==> src/rtl/sockit_cdc_pkg.sv <==
// sockit_cdc_pkg: shared state encoding and LFSR constants for the cdc test sink
package sockit_cdc_pkg;
  typedef enum logic [1:0] {IDLE, RUN, END} state_t;
  localparam int LFSR_W = 32;
  localparam logic [LFSR_W-1:0] LFSR_POLY = 32'h80200003;
endpackage

==> src/rtl/sockit_lfsr.sv <==
// sockit_lfsr: right-shifting Galois LFSR with enable, reloaded with SEED on rst/clr
module sockit_lfsr
  import sockit_cdc_pkg::*;
#(
  parameter int           W    = LFSR_W,
  parameter logic [W-1:0] POLY = LFSR_POLY,
  parameter logic [W-1:0] SEED = 1
) (
  input  logic         clk,
  input  logic         rst,
  input  logic         clr,
  input  logic         ena,
  output logic [W-1:0] out
);
  logic [W-1:0] out_q, out_d;
  always_comb out_d = ena ? ((out_q >> 1) ^ (out_q[0] ? POLY : '0)) : out_q;
  always_ff @(posedge clk) out_q <= (rst | clr) ? SEED : out_d;
  assign out = out_q;
endmodule

==> src/rtl/sockit_cdc_sink.sv <==
// sockit_cdc_sink: throttled-grant stream receiver checking an incrementing word sequence
module sockit_cdc_sink
  import sockit_cdc_pkg::*;
#(
  parameter int          DW   = 8,
  parameter int          CW   = 16,
  parameter int          EW   = 8,
  parameter int          LEN  = 64,
  parameter logic [31:0] SEED = 32'h00000001
) (
  input  logic          cdo_clk,
  input  logic          cdo_rst,
  input  logic          cdo_clr,
  input  logic [DW-1:0] cdo_dat,
  input  logic          cdo_req,
  output logic          cdo_grt,
  input  logic          cfg_str,
  input  logic [31:0]   cfg_prb,
  output logic          sts_run,
  output logic          sts_end,
  output logic [CW-1:0] sts_cnt,
  output logic [EW-1:0] sts_err,
  output logic [DW-1:0] sts_exp,
  output logic [DW-1:0] sts_dat
);
  state_t        state_q, state_d;
  logic          grt_q, grt_d;
  logic [CW-1:0] cnt_q, cnt_d;
  logic [EW-1:0] err_q, err_d;
  logic [DW-1:0] exp_q, exp_d, sexp_q, sexp_d, sdat_q, sdat_d;
  logic [31:0]   lfsr;
  logic          trn;
  sockit_lfsr #(.W(LFSR_W), .POLY(LFSR_POLY), .SEED(SEED)) u_lfsr (
    .clk(cdo_clk),
    .rst(cdo_rst),
    .clr(cdo_clr),
    .ena(state_q == RUN),
    .out(lfsr)
  );
  assign trn = cdo_req & grt_q;
  always_comb begin
    state_d = state_q;
    grt_d   = 1'b0;
    cnt_d   = cnt_q;
    err_d   = err_q;
    exp_d   = exp_q;
    sexp_d  = sexp_q;
    sdat_d  = sdat_q;
    if (state_q != RUN && cfg_str) begin
      state_d = RUN;
      cnt_d   = '0;
      err_d   = '0;
      exp_d   = '0;
      sexp_d  = '0;
      sdat_d  = '0;
    end
    if (state_q == RUN) begin
      // a raised grant is held until it is consumed, so the source never sees it retracted
      grt_d = (~grt_q | trn) ? (&cfg_prb | (lfsr < cfg_prb)) : 1'b1;
      if (trn) begin
        cnt_d = cnt_q + 1'b1;
        exp_d = exp_q + 1'b1;
        if (cdo_dat != exp_q) begin
          err_d = &err_q ? err_q : err_q + 1'b1;
          if (err_q == '0) begin
            sexp_d = exp_q;
            sdat_d = cdo_dat;
          end
        end
        if (cnt_d == CW'(LEN)) begin
          state_d = END;
          grt_d   = 1'b0;
        end
      end
    end
  end
  always_ff @(posedge cdo_clk) begin
    if (cdo_rst | cdo_clr) begin
      state_q <= IDLE;
      grt_q   <= 1'b0;
      cnt_q   <= '0;
      err_q   <= '0;
      exp_q   <= '0;
      sexp_q  <= '0;
      sdat_q  <= '0;
    end else begin
      state_q <= state_d;
      grt_q   <= grt_d;
      cnt_q   <= cnt_d;
      err_q   <= err_d;
      exp_q   <= exp_d;
      sexp_q  <= sexp_d;
      sdat_q  <= sdat_d;
    end
  end
  assign cdo_grt = grt_q;
  assign sts_run = state_q == RUN;
  assign sts_end = state_q == END;
  assign sts_cnt = cnt_q;
  assign sts_err = err_q;
  assign sts_exp = sexp_q;
  assign sts_dat = sdat_q;
endmodule

==> config.mk <==
export PLATFORM = sky130hd
export DESIGN_NAME = sockit_cdc_sink
export DESIGN_NICKNAME = d
export VERILOG_FILES = /design/src/rtl/sockit_cdc_pkg.sv /design/src/rtl/sockit_lfsr.sv /design/src/rtl/sockit_cdc_sink.sv
export SDC_FILE = /design/constraint.sdc
export NUM_CORES = 1
export LEC_CHECK = 0
export ABC_AREA = 1
export ABC_CLOCK_PERIOD_IN_PS = 1700
export BUFFER_PORTS_ARGS = -buffer_cell sky130_fd_sc_hd__buf_4
export CAP_MARGIN = 20
export CORE_MARGIN = 4
export CORE_UTILIZATION = 58
export CTS_BUF_LIST = sky130_fd_sc_hd__clkbuf_8
export DETAILED_ROUTE_END_ITERATION = 8
export PLACE_DENSITY_LB_ADDON = 0.2
export SYNTH_ARGS = -nofsm -noshare
export SYNTH_HDL_FRONTEND = slang
export SYNTH_SLANG_ARGS = --single-unit
==> constraint.sdc <==
create_clock -name cdo_clk -period 1.7 [get_ports cdo_clk]
set_input_delay 0.255 -clock cdo_clk [delete_from_list [all_inputs] [get_ports cdo_clk]]
set_output_delay 0.255 -clock cdo_clk [all_outputs]
set_load 0.01 [all_outputs]
Word level (Yosys, flattened, before mapping)
Cells that the tools add are included.
W data, S select, Z words.
{"block": "word_totals", "regBits": 83, "latch_bits": 0, "ramBits": 0, "mem_bits_ro": 0, "input_bits": 45, "wordCells": 59, "n_memories": 0}
{"block": "classes", "add_sub_neg": 3, "mul": 0, "n_div": 0, "magnitude_cmp": 1, "eq_ne": 6, "shift": 0, "muxes": 29, "bitwise_logic": 7, "reduce_logical": 5}
{"op": "$mux W8", "count": 18}
{"op": "$mux W16", "count": 3}
{"op": "$lt A32 B32 Y1", "count": 1}
{"op": "$mux W32", "count": 1}
{"op": "$reduce_and A32 Y1", "count": 1}
{"op": "$xor A31 B32 Y32", "count": 1}
{"op": "$add A16 B1 Y16 const B", "count": 1}
{"op": "$add A8 B1 Y8 const B", "count": 2}
{"op": "$eq A16 B7 Y1 const B", "count": 1}
{"op": "$logic_not A8 Y1", "count": 1}
{"op": "$mux W2", "count": 4}
{"op": "$ne A8 B8 Y1", "count": 1}
{"op": "$reduce_and A8 Y1", "count": 1}
{"op": "$ne A4 B4 Y1 const B", "count": 1}
{"op": "$mux W1", "count": 3}
{"op": "$or A1 B1 Y1", "count": 3}
{"op": "$eq A2 B1 Y1 const B", "count": 1}
{"op": "$eq A2 B2 Y1 const B", "count": 1}
{"op": "$ne A2 B1 Y1 const B", "count": 1}
{"op": "$not A1 Y1", "count": 2}
{"op": "$reduce_or A2 Y1", "count": 1}
{"op": "$and A1 B1 Y1", "count": 1}
{"op": "$logic_and A1 B1 Y1", "count": 1}

Depth between registers and ports, before layout
Gate-level depths: netlist of the first run.
{"block": "logic_depth", "word_depth": 7, "mapped_depth": 15, "depth_no_buf": 15}

Hierarchy
A second synthesis of the first run with hierarchy kept.
{"block": "hier_totals", "cells_unflattened": 716, "hier_area_um2": 5124.9}
{"module": "sockit_cdc_sink", "n_inst": 1, "cells_per_inst": 567, "area_per_inst_um2": 3842.4, "seq_area_each_um2": 1021.0}
{"module": "sockit_lfsr", "n_inst": 1, "cells_per_inst": 149, "area_per_inst_um2": 1282.5, "seq_area_each_um2": 640.6}

Least setup slack after synthesis of the first run
Ideal clock, no wire load.
{"block": "synth_timing", "path_type": "flip-flop to flip-flop", "start": "register cnt_q[1] (netlist: sts_cnt[1])", "end": "register state_q[0]", "setup_ns": 0.113, "t_arrival_ns": 1.570, "path_slack_ns": 0.018, "stages_incl_launch_ff": 13, "period_less_slack_ns": 1.682, "cell_sequence": "dfxtp_1 ha_1 nand2_2 nor2_2 nand2_1 o21ai_1 nand2_1 nor2_1 nand3_1 nor2_2 nand2_2 o211ai_2 inv_2"}
{"block": "synth_between", "elab_chain_cells": 5}
{"element": "from (decl)", "line": "sockit_cdc_sink.sv:28", "source": "logic [CW-1:0] cnt_q, cnt_d;"}
{"element": "from (signal assigned)", "line": "sockit_cdc_sink.sv:89", "source": "cnt_q <= cnt_d;"}
{"element": "$add A16 B1 Y16", "line": "sockit_cdc_sink.sv:61", "source": "cnt_d = cnt_q + 1'b1;"}
{"element": "$eq A16 B7 Y1", "line": "sockit_cdc_sink.sv:70", "source": "if (cnt_d == CW'(LEN)) begin"}
{"element": "$mux W2", "line": "sockit_cdc_sink.sv:70"}
{"element": "$mux W2", "line": "sockit_cdc_sink.sv:60", "source": "if (trn) begin"}
{"element": "$mux W2", "line": "sockit_cdc_sink.sv:57", "source": "if (state_q == RUN) begin"}
{"element": "to (signal assigned)", "line": "sockit_cdc_sink.sv:87", "source": "state_q <= state_d;"}
{"element": "to (decl)", "line": "sockit_cdc_sink.sv:26", "source": "state_t state_q, state_d;"}
No other way between the ends.
A chain may end at the register's enable or synchronous reset.

Worst setup path in the final report of the first run
{"block": "layout_timing", "start": "register u_lfsr.out_q[28] (netlist: u_lfsr.out[28])", "end": "register grt_q (netlist: cdo_grt)"}
{"block": "layout_between", "elab_chain_cells": 5}
{"element": "from (decl)", "line": "sockit_lfsr.sv:15", "source": "logic [W-1:0] out_q, out_d;"}
{"element": "from (signal assigned)", "line": "sockit_lfsr.sv:17", "source": "always_ff @(posedge clk) out_q <= (rst | clr) ? SEED : out_d;"}
{"element": "$lt A32 B32 Y1 (*)", "line": "sockit_cdc_sink.sv:59", "source": "grt_d = (~grt_q | trn) ? (&cfg_prb | (lfsr < cfg_prb)) : 1'b1;"}
{"element": "$or A1 B1 Y1 (*)", "line": "sockit_cdc_sink.sv:59"}
{"element": "$mux W1 (*)", "line": "sockit_cdc_sink.sv:59"}
{"element": "$mux W1", "line": "sockit_cdc_sink.sv:70"}
{"element": "$mux W1 (*)", "line": "sockit_cdc_sink.sv:60"}
{"element": "to (signal assigned)", "line": "sockit_cdc_sink.sv:88", "source": "grt_q <= grt_d;"}
{"element": "to (decl)", "line": "sockit_cdc_sink.sv:27", "source": "logic grt_q, grt_d;"}
Every way passes the cells marked *; elsewhere a longest branch is shown, timed or not.

==> flow_summary.toml, run 1 <==
[synthesis]
ys.flop_type = "dfxtp_1"
postSynthAreaPerCell_um2 = 6.939
ys_top_cells_by_count = "nand2_1 (105), inv_1 (104), nor2_1 (95)"
synth_top_area_share_pct = 35.42
synth_top_area_cell = "dfxtp_1"
synth_area_leaders = "dfxtp_1 (35%), ha_1 (9.3%), nand2_1 (8.4%)"
syn_area_um2 = 4691
yosysUniqueCellTypes = 34
synthCells = 676
yosys_register_bits = 83
ys_seq_area_share_pct = 35.42
async_flop_share_pct = 0
yosysWarnings = 0
yosysMostFrequentCell = "nand2_1"
syn_nets = 756
synth_edf_count = 0

[finish]
diodes = 0
utilization_pct = 78.57
finalNonFillerCells = 899
drive_gt1_share_pct = 26.47
fin_nets = 872
syn_to_final_growth_pct = 30.78

[floorplan]
initial_core_util_pct = 60.08
num_io_pins = 88
die-area_um2 = 9590
die_w_um = 97.93
die_h_um = 97.93
rows = 32
core_area_um2 = 7807

[detailed_routing]
drtIter0Drc = 225
wirelength_mm = 12.77
vias_per_cell = 5.397
routedWlPerCell_um = 14.20
first_pass_iters = 5
drc_errors = 0
via_count = 4852
ant_nets = 0

[hold_path]
min-delay-start = "cdo_req"
holdPathStages = 4
min_to = "cdo_grt"
hold_path.class = "in -> reg"

[placement]
dp_hpwl_mm = 8.911
place_inst = 871
finalWeightedCongestion = 0.9615
pre_cts_ws_ns = -0.1042
port_buffers = 87

[setup_path]
timing.rr.start = "u_lfsr.out[28]"
required_ns = 1.96
r2r-end = "cdo_grt"
path_class = "reg -> reg"
r2r_slack_ns = 0.003
crit_fanout = 3
arrival_ns = 1.96
worst_r2r_path_depth = 10
cp-start-kind = "flip-flop"
worst_setup_path_end_kind = "flip-flop"

[sta]
finalCritPeriodShare_pct = 99.84
hold_viol_final = 0
relSlewSlack_pct = 60.60
final-max-slew-violation-count = 0
worst_slack_ns = 0.002680
rsz0062_at_grt = "yes"
tightest_slew_ns = 0.5888
fin_crit_ns = 1.697
skew_ns = 0.003596
fmax_mhz = 589.2
hold_ws_ns = 0.1767
setup_viol_count_final = 0

[cts]
clk_pin_slew_ns = 0.09
htreeDepth = 3
cts_tree = "yes"
clock_sinks = 83
cts_made_buffers = 9
clkLatencyLatePin_ns = 0.35
cts_buffer_depth = 2
cts_hold_buffers = 0
cts_root_buf = "clkbuf_8"

[run]
max-cap-violations = 0

[grt]
grt_pass1_vias = 4566
grt_overflow = 0
grtUsageMet1_pct = 30.99
antenna_found_initial = 0
use_met3_pct = 4.429
top_usage_layer = "met2"
gr-usage-met2_pct = 42.98
grt_max_degree = 37
grt_util_all_layers_pct = 25.03
grt_pass1_wl_mm = 20.18

[pwr]
power.density_nw_per_um2 = 618.5
ir_drop_mv = 0.5236
leakage_nw = 2.866

[run_status]
status = "completed"
[state kept, by name (all words and copies together) (netlist names)]
name	flops
cdo_grt	1
exp_q	8
state_q	2
sts_cnt	16
sts_dat	8
sts_err	8
sts_exp	8
u_lfsr.out	32
[timing repair]
item,in CTS,in global routing
gates resized for setup,19,40
cloned,2,1
endpoints found under the setup margin,20,29
setup buffers,0,9
pin swaps,7,19
[metal layers]
metal | up-vias | share of wire (%)
li1 | 2424 | -
met1 | 2235 | 42
met2 | 161 | 49
met3 | 32 | 5.8
met4 | 0 | 2.9
met5 | - | 0
[worst max path at each step]
stage | startpoint | end | cells past startpoint
floorplan | sts_cnt[1] | state_q[0] | 12
global placement | sts_cnt[0] | state_q[0] | 12
detailed placement | state_q[0] | sts_dat[0] | 9
CTS | sts_cnt[1] | state_q[0] | 12
global route | u_lfsr.out[21] | cdo_grt | 10
finish | u_lfsr.out[28] | cdo_grt | 10
[layout by cell type (no fill, tap or decap), types with 4 or more instances in the layout]
cell type | synthesis | routed
nor2_1 | 95 | 87
nor2_4 | 4 | 9
a21oi_1 | 60 | 58
nor3_1 | 9 | 6
clkbuf_8 | 0 | 9
ha_1 | 35 | 31
nand4_1 | 12 | 12
inv_1 | 104 | 104
xor2_1 | 13 | 13
ha_4 | 0 | 4
nand3_1 | 21 | 20
nor4_1 | 5 | 4
buf_4 | 1 | 119
nor2_2 | 6 | 10
inv_2 | 4 | 4
nand2_1 | 105 | 98
o21ai_0 | 55 | 55
dfxtp_1 | 83 | 70
o21ai_1 | 22 | 16
dfxtp_2 | 0 | 11
o21ai_2 | 0 | 6
nand2_2 | 3 | 9
[layout make-up]
type                       instances  area [µm²]
multi-input combinational        467        2771
sequential                        83        1683
fill                             571        1673
timing repair buffer             123       947.2
inverter                         108       405.4
tap                              102       127.6
clock buffer                       9       123.9
clock inverter                     7       76.32
[per-stage QoR]
stage	setup TNS (ns)	instance area, µm²	power, mW
finish	0	6135	3.794
global route	-0.6879	6135	3.968
CTS	0	5888	3.792
detailed placement	-1.386	5587	2.366
global placement	-0.09721	5587	2.351
floorplan	0	4691	2.207
[power by group]
part / switching (mW) / leakage [nW] / internal (mW) / total, mW
logic: 0.207 / 2.09 / 0.165 / 0.372
clock network: 0.757 / 0.0962 / 0.689 / 1.45
registers: 0.0170 / 0.677 / 1.96 / 1.98
[worst max-delay path, cell delays in order, from the launching register on]
cell	delay, ns
dfxtp_1	0.34
ha_1	0.28
nand2_1	0.06
nor2_2	0.15
nand4_1	0.18
a21oi_1	0.25
nor2_1	0.07
nand2_1	0.07
nand2_1	0.07
nand2_1	0.08
a21oi_2	0.05
[cell families (layout without fill, tap and decap cells)]
kind of cell / Yosys count / count (layout) / synth area share, %
and+or+nand+nor: 265 / 268 / 25.21
AOI/OAI and AO/OA: 148 / 148 / 16.48
buffers and inverters: 129 / 247 / 10.56
DFF: 83 / 83 / 35.42
adders and majority gates: 35 / 35 / 9.336
xor gates and xnor gates: 16 / 16 / 2.988
Power figures use the tool's default switching activity.
==> run 2, diff against run 1 <==
- PLACE_DENSITY: not set -> 0.83
- PLACE_DENSITY_LB_ADDON: 0.2 -> not set
- SLEW_MARGIN: not set -> 10
==> run 2 against run 1 <==
Effect of this change:
- fmax increased by 0.12%
- global-route usage decreased by 1.1 points
- largest cell class unchanged
- non-clock buffer count decreased by 8
- clock power about the same
- critical path type unchanged
==> flow_summary.toml, run 2 (synthesis gave the netlist of run 1 again) <==
[run_status]
status = "completed"

[detailed_routing]
wirelength_mm = 11.83
drc_errors = 0
drtIter0Drc = 203
first_pass_iters = 5
via_count = 4719
ant_nets = 0
vias_per_cell = 5.308
routedWlPerCell_um = 13.31

[sta]
final-max-slew-violation-count = 0
finalCritPeriodShare_pct = 99.72
fin_tns_setup_ns = 0
skew_ns = 0.01657
tightest_slew_ns = 0.4704
hold_ws_ns = 0.1712
relSlewSlack_pct = 68.35
hold_viol_final = 0
rsz0062_at_grt = "yes"
worst_slack_ns = 0.004727
fmax_mhz = 589.9
setup_viol_count_final = 0
fin_crit_ns = 1.695

[floorplan]
die_h_um = 97.93
die_w_um = 97.93
initial_core_util_pct = 60.08
core_area_um2 = 7807
num_io_pins = 88
die-area_um2 = 9590
rows = 32

[setup_path]
crit_fanout = 3
required_ns = 1.95
cp-start-kind = "flip-flop"
worst_setup_path_end_kind = "flip-flop"
worst_r2r_path_depth = 10
setup.worst_path.start = "u_lfsr.out[29]"
path_class = "reg -> reg"
arrival_ns = 1.94
timing.rr.start = "u_lfsr.out[29]"

[finish]
seq_area_um2 = 1682
drive_gt1_share_pct = 25.16
final_cell_mix = "buf_4 (111), inv_1 (104), nand2_1 (99)"
post-route-cell-area_um2 = 6031
finalNonFillerCells = 889
diodes = 0
final_common_cell = "buf_4"
syn_to_final_growth_pct = 28.57
largest_reg_flops = 32
utilization_pct = 77.24
multiInputGateArea_um2 = 2714
fin_nets = 862
nFillCells = 580

[cts]
clk_pin_slew_ns = 0.09
cts_buffer_depth = 2
cts_root_buf = "clkbuf_8"
clkLatencyLatePin_ns = 0.36
htreeDepth = 3
cts_made_buffers = 9
cts_tree = "yes"
cts_hold_buffers = 0
clock_sinks = 83

[grt]
grt_pass1_vias = 4499
grt_util_all_layers_pct = 23.88
antenna_found_initial = 0
grt_max_degree = 33
grt_pass1_wl_mm = 19.58
grt_overflow = 0

[placement]
placed_area_um2 = 5604
place_inst = 870
port_buffers = 87
finalWeightedCongestion = 0.9044
pre_cts_ws_ns = -0.03637
dp_hpwl_mm = 8.749

[hold_path]
hold_path.class = "in -> reg"
min-delay-start = "cdo_req"
holdPathStages = 4

[pwr]
power_mw = 3.824
power.density_nw_per_um2 = 634.0
leakage_nw = 2.829
ir_drop_mv = 0.4337

[run]
max-cap-violations = 0
-- run 2: cell types whose count changed in the layout (fill, tap and decap cells not counted), sizes merged --
cell / change
inv: +1
clkinv: -1
buf: -8
nand4: -2
-- run 2: final cells by class --
cell class | count | area share (%)
multi-input combinational | 465 | 45.00
sequential | 83 | 27.88
timing repair buffer | 115 | 14.85
inverter | 108 | 6.722
tap | 102 | 2.116
clock buffer | 9 | 2.054
clock inverter | 7 | 1.369
-- run 2: report_power, final --
part,switching (mW),internal [mW],total [mW]
clock network,0.783,0.702,1.48
registers,0.0171,1.96,1.98
logic,0.196,0.163,0.359
-- run 2: path summary, 6_finish.rpt --
path	endpoint	slack, ns
worst max-delay path	cdo_grt	0.005
worst min-delay path	cdo_grt	0.17
worst max register to register	cdo_grt	0.005
worst min register to register	sts_exp[7]	0.45
-- run 2: worst max-delay path: stages, from the launching register on --
cell and delay [ns]:
dfxtp_2 0.35, ha_4 0.27, nand2_2 0.07, nor2_4 0.11, nand4_1 0.13, nor4_2 0.31, nand2_1 0.09, nand2_1 0.08
nand2_1 0.06, nand2_1 0.07, a21oi_1 0.05
-- run 2: timing repair --
action                                  4_1_cts  5_1_grt
endpoints found under the setup margin        4       26
pin swaps                                     0       18
gates resized for setup                       5       47
setup buffers                                 0        2
gates cloned                                  0        1
-- run 2: routing by layer --
| layer | track usage [%] | up-vias | routed length (µm) | share of wire (%) |
|---|---|---|---|---|
| li1 | - | 2409 | - | - |
| met1 | 30.96 | 2152 | 5152 | 44 |
| met2 | 40.47 | 141 | 5823 | 49 |
| met3 | 4.857 | 17 | 703 | 5.9 |
| met4 | 6.390 | 0 | 151 | 1.3 |
| met5 | 0 | - | 0 | 0 |
==> run 3, diff against run 2 <==
- CELL_PAD_IN_SITES_DETAIL_PLACEMENT: not set -> 0
- CELL_PAD_IN_SITES_GLOBAL_PLACEMENT: not set -> 2
- CORE_UTILIZATION: 58 -> 32
- PLACE_DENSITY: 0.83 -> not set
- PLACE_DENSITY_LB_ADDON: not set -> 0.1
==> run 3 against run 2 <==
Effect of this change:
- setup slack improved by 0.027 ns
- sequential share of layout area shrank 1.3 points
- clock-buffer cell count increased by 1
- non-clock buffer count up 13
- critical endpoint is now state_q[0]
- power up 0.40%
==> flow_summary.toml, run 3 (synthesis gave the netlist of run 1 again) <==
[run_status]
status = "completed"

[finish]
drive_gt1_share_pct = 27.97
largest_reg_flops = 32
fin_nets = 876
finalNonFillerCells = 981
final_cell_mix = "buf_4 (121), inv_1 (103), nand2_1 (102)"
syn_to_final_growth_pct = 35.24
nFillCells = 1442
utilization_pct = 45.00
multiInputGateArea_um2 = 2794
final_common_cell = "buf_4"
seq_area_um2 = 1685
diodes = 0
post-route-cell-area_um2 = 6344

[grt]
antenna_found_initial = 0
grt_overflow = 0
grt_pass1_vias = 4440
grt_pass1_wl_mm = 21.62
grt_util_all_layers_pct = 16.09
grt_max_degree = 41

[detailed_routing]
first_pass_iters = 4
wl_met3_um = 449
routed.top_layer = "met4"
routedWlPerCell_um = 13.66
drtIter0Drc = 191
wirelength_mm = 13.40
wl_met2_mm = 6.314
m1WireLength_mm = 6.462
vias_per_cell = 4.757
drc_errors = 0
ant_nets = 0
via_count = 4667

[setup_path]
crit_fanout = 4
cpPeakStageDelay_ns = 0.37
path_cells = "ha_4 > nand2_4 > nor2_4 > nand2_2 > o21ai_2 > nand2_1 > nor2_2 > nand3_2 > nor2_4 > nand2_2 > o211ai_2 > inv_2"
crit_end = "state_q[0]"
cp-start-kind = "flip-flop"
required_ns = 1.97
worst_setup_path_end_kind = "flip-flop"
critical-path-slowest-cell = "dfxtp_4"
timing.rr.start = "sts_cnt[1]"
cp_top_family = "simple AND/OR/NAND/NOR gates"
r2r-end = "state_q[0]"
arrival_ns = 1.94
worst_r2r_path_depth = 12
path_depth = 12
r2r_slack_ns = 0.03
setup.worst_path.start = "sts_cnt[1]"
path_class = "reg -> reg"
crit_buf_inv = 1

[sta]
final-max-slew-violation-count = 0
fmax_mhz = 599.4
relSlewSlack_pct = 70.87
rsz0062_at_grt = "yes"
hold_ws_ns = 0.1403
worst_slack_ns = 0.03166
hold_viol_final = 0
finalCritPeriodShare_pct = 98.14
setup_viol_count_final = 0
skew_ns = 0.01239
fin_tns_setup_ns = 0
fin_crit_ns = 1.668
tightest_slew_ns = 0.4329

[floorplan]
die-area_um2 = 16660
core_area_um2 = 14100
rows = 43
initial_core_util_pct = 33.28
num_io_pins = 88
die_w_um = 129.1
die_h_um = 129.1

[placement]
finalWeightedCongestion = 0.7704
placed_area_um2 = 5739
dp_hpwl_mm = 9.550
pre_cts_ws_ns = -0.1449
port_buffers = 87
place_inst = 953

[cts]
cts_made_buffers = 9
cts_tree = "yes"
clock_sinks = 83
clk_pin_slew_ns = 0.09
htreeDepth = 3
clkLatencyLatePin_ns = 0.36
cts_root_buf = "clkbuf_8"
cts_buffer_depth = 2

[pwr]
ir_drop_mv = 0.3498
power.density_nw_per_um2 = 605.1
leakage_nw = 2.933
power_mw = 3.839

[hold_path]
hold_path.class = "in -> reg"
holdPathStages = 4

[run]
max-cap-violations = 0
run 3: worst min path at each step:
stage | start | to | slack, ns
CTS | cdo_req | cdo_grt | 0.11
global route | cdo_req | cdo_grt | 0.15
floorplan | cdo_req | cdo_grt | 0.41
finish | cdo_req | cdo_grt | 0.14
global placement | sts_dat[1] | sts_dat[1] | 0.43
detailed placement | sts_exp[0] | sts_exp[0] | 0.44
run 3: worst register-to-register path: stages (launching register included):
cell and delay [ns]:
dfxtp_4 0.37, ha_4 0.16, nand2_4 0.06, nor2_4 0.14, nand2_2 0.09, o21ai_2 0.12
nand2_1 0.09, nor2_2 0.14, nand3_2 0.09, nor2_4 0.11, nand2_2 0.08, o211ai_2 0.07
inv_2 0.04
run 3: layout make-up:
class                   instances  area share [%]
flip-flops and latches         83           26.57
clock buffers                  10           2.170
clock inverters                 6           1.026
multi-input cells             466           44.04
repair buffers                128           16.25
well taps                     180           3.550
inverters                     108           6.391
run 3: power breakdown:
part	leakage, nW	internal (mW)	total [mW]	switching [mW]
Combinational	2.15	0.166	0.372	0.205
Clock	0.102	0.720	1.49	0.772
Sequential	0.678	1.96	1.98	0.0163
run 3: metal layers:
metal,GRT usage [%],vias up
met4,4.694,0
li1,-,2433
met2,26.01,62
met3,2.556,12
met5,0,-
met1,22.23,2160
run 3: repair_timing:
action,CTS,global route
hold buffers,0,0
gates resized for setup,15,59
pin swaps,9,24
gates cloned,1,2
buffers inserted,2,7
endpoints found under the setup margin,20,29
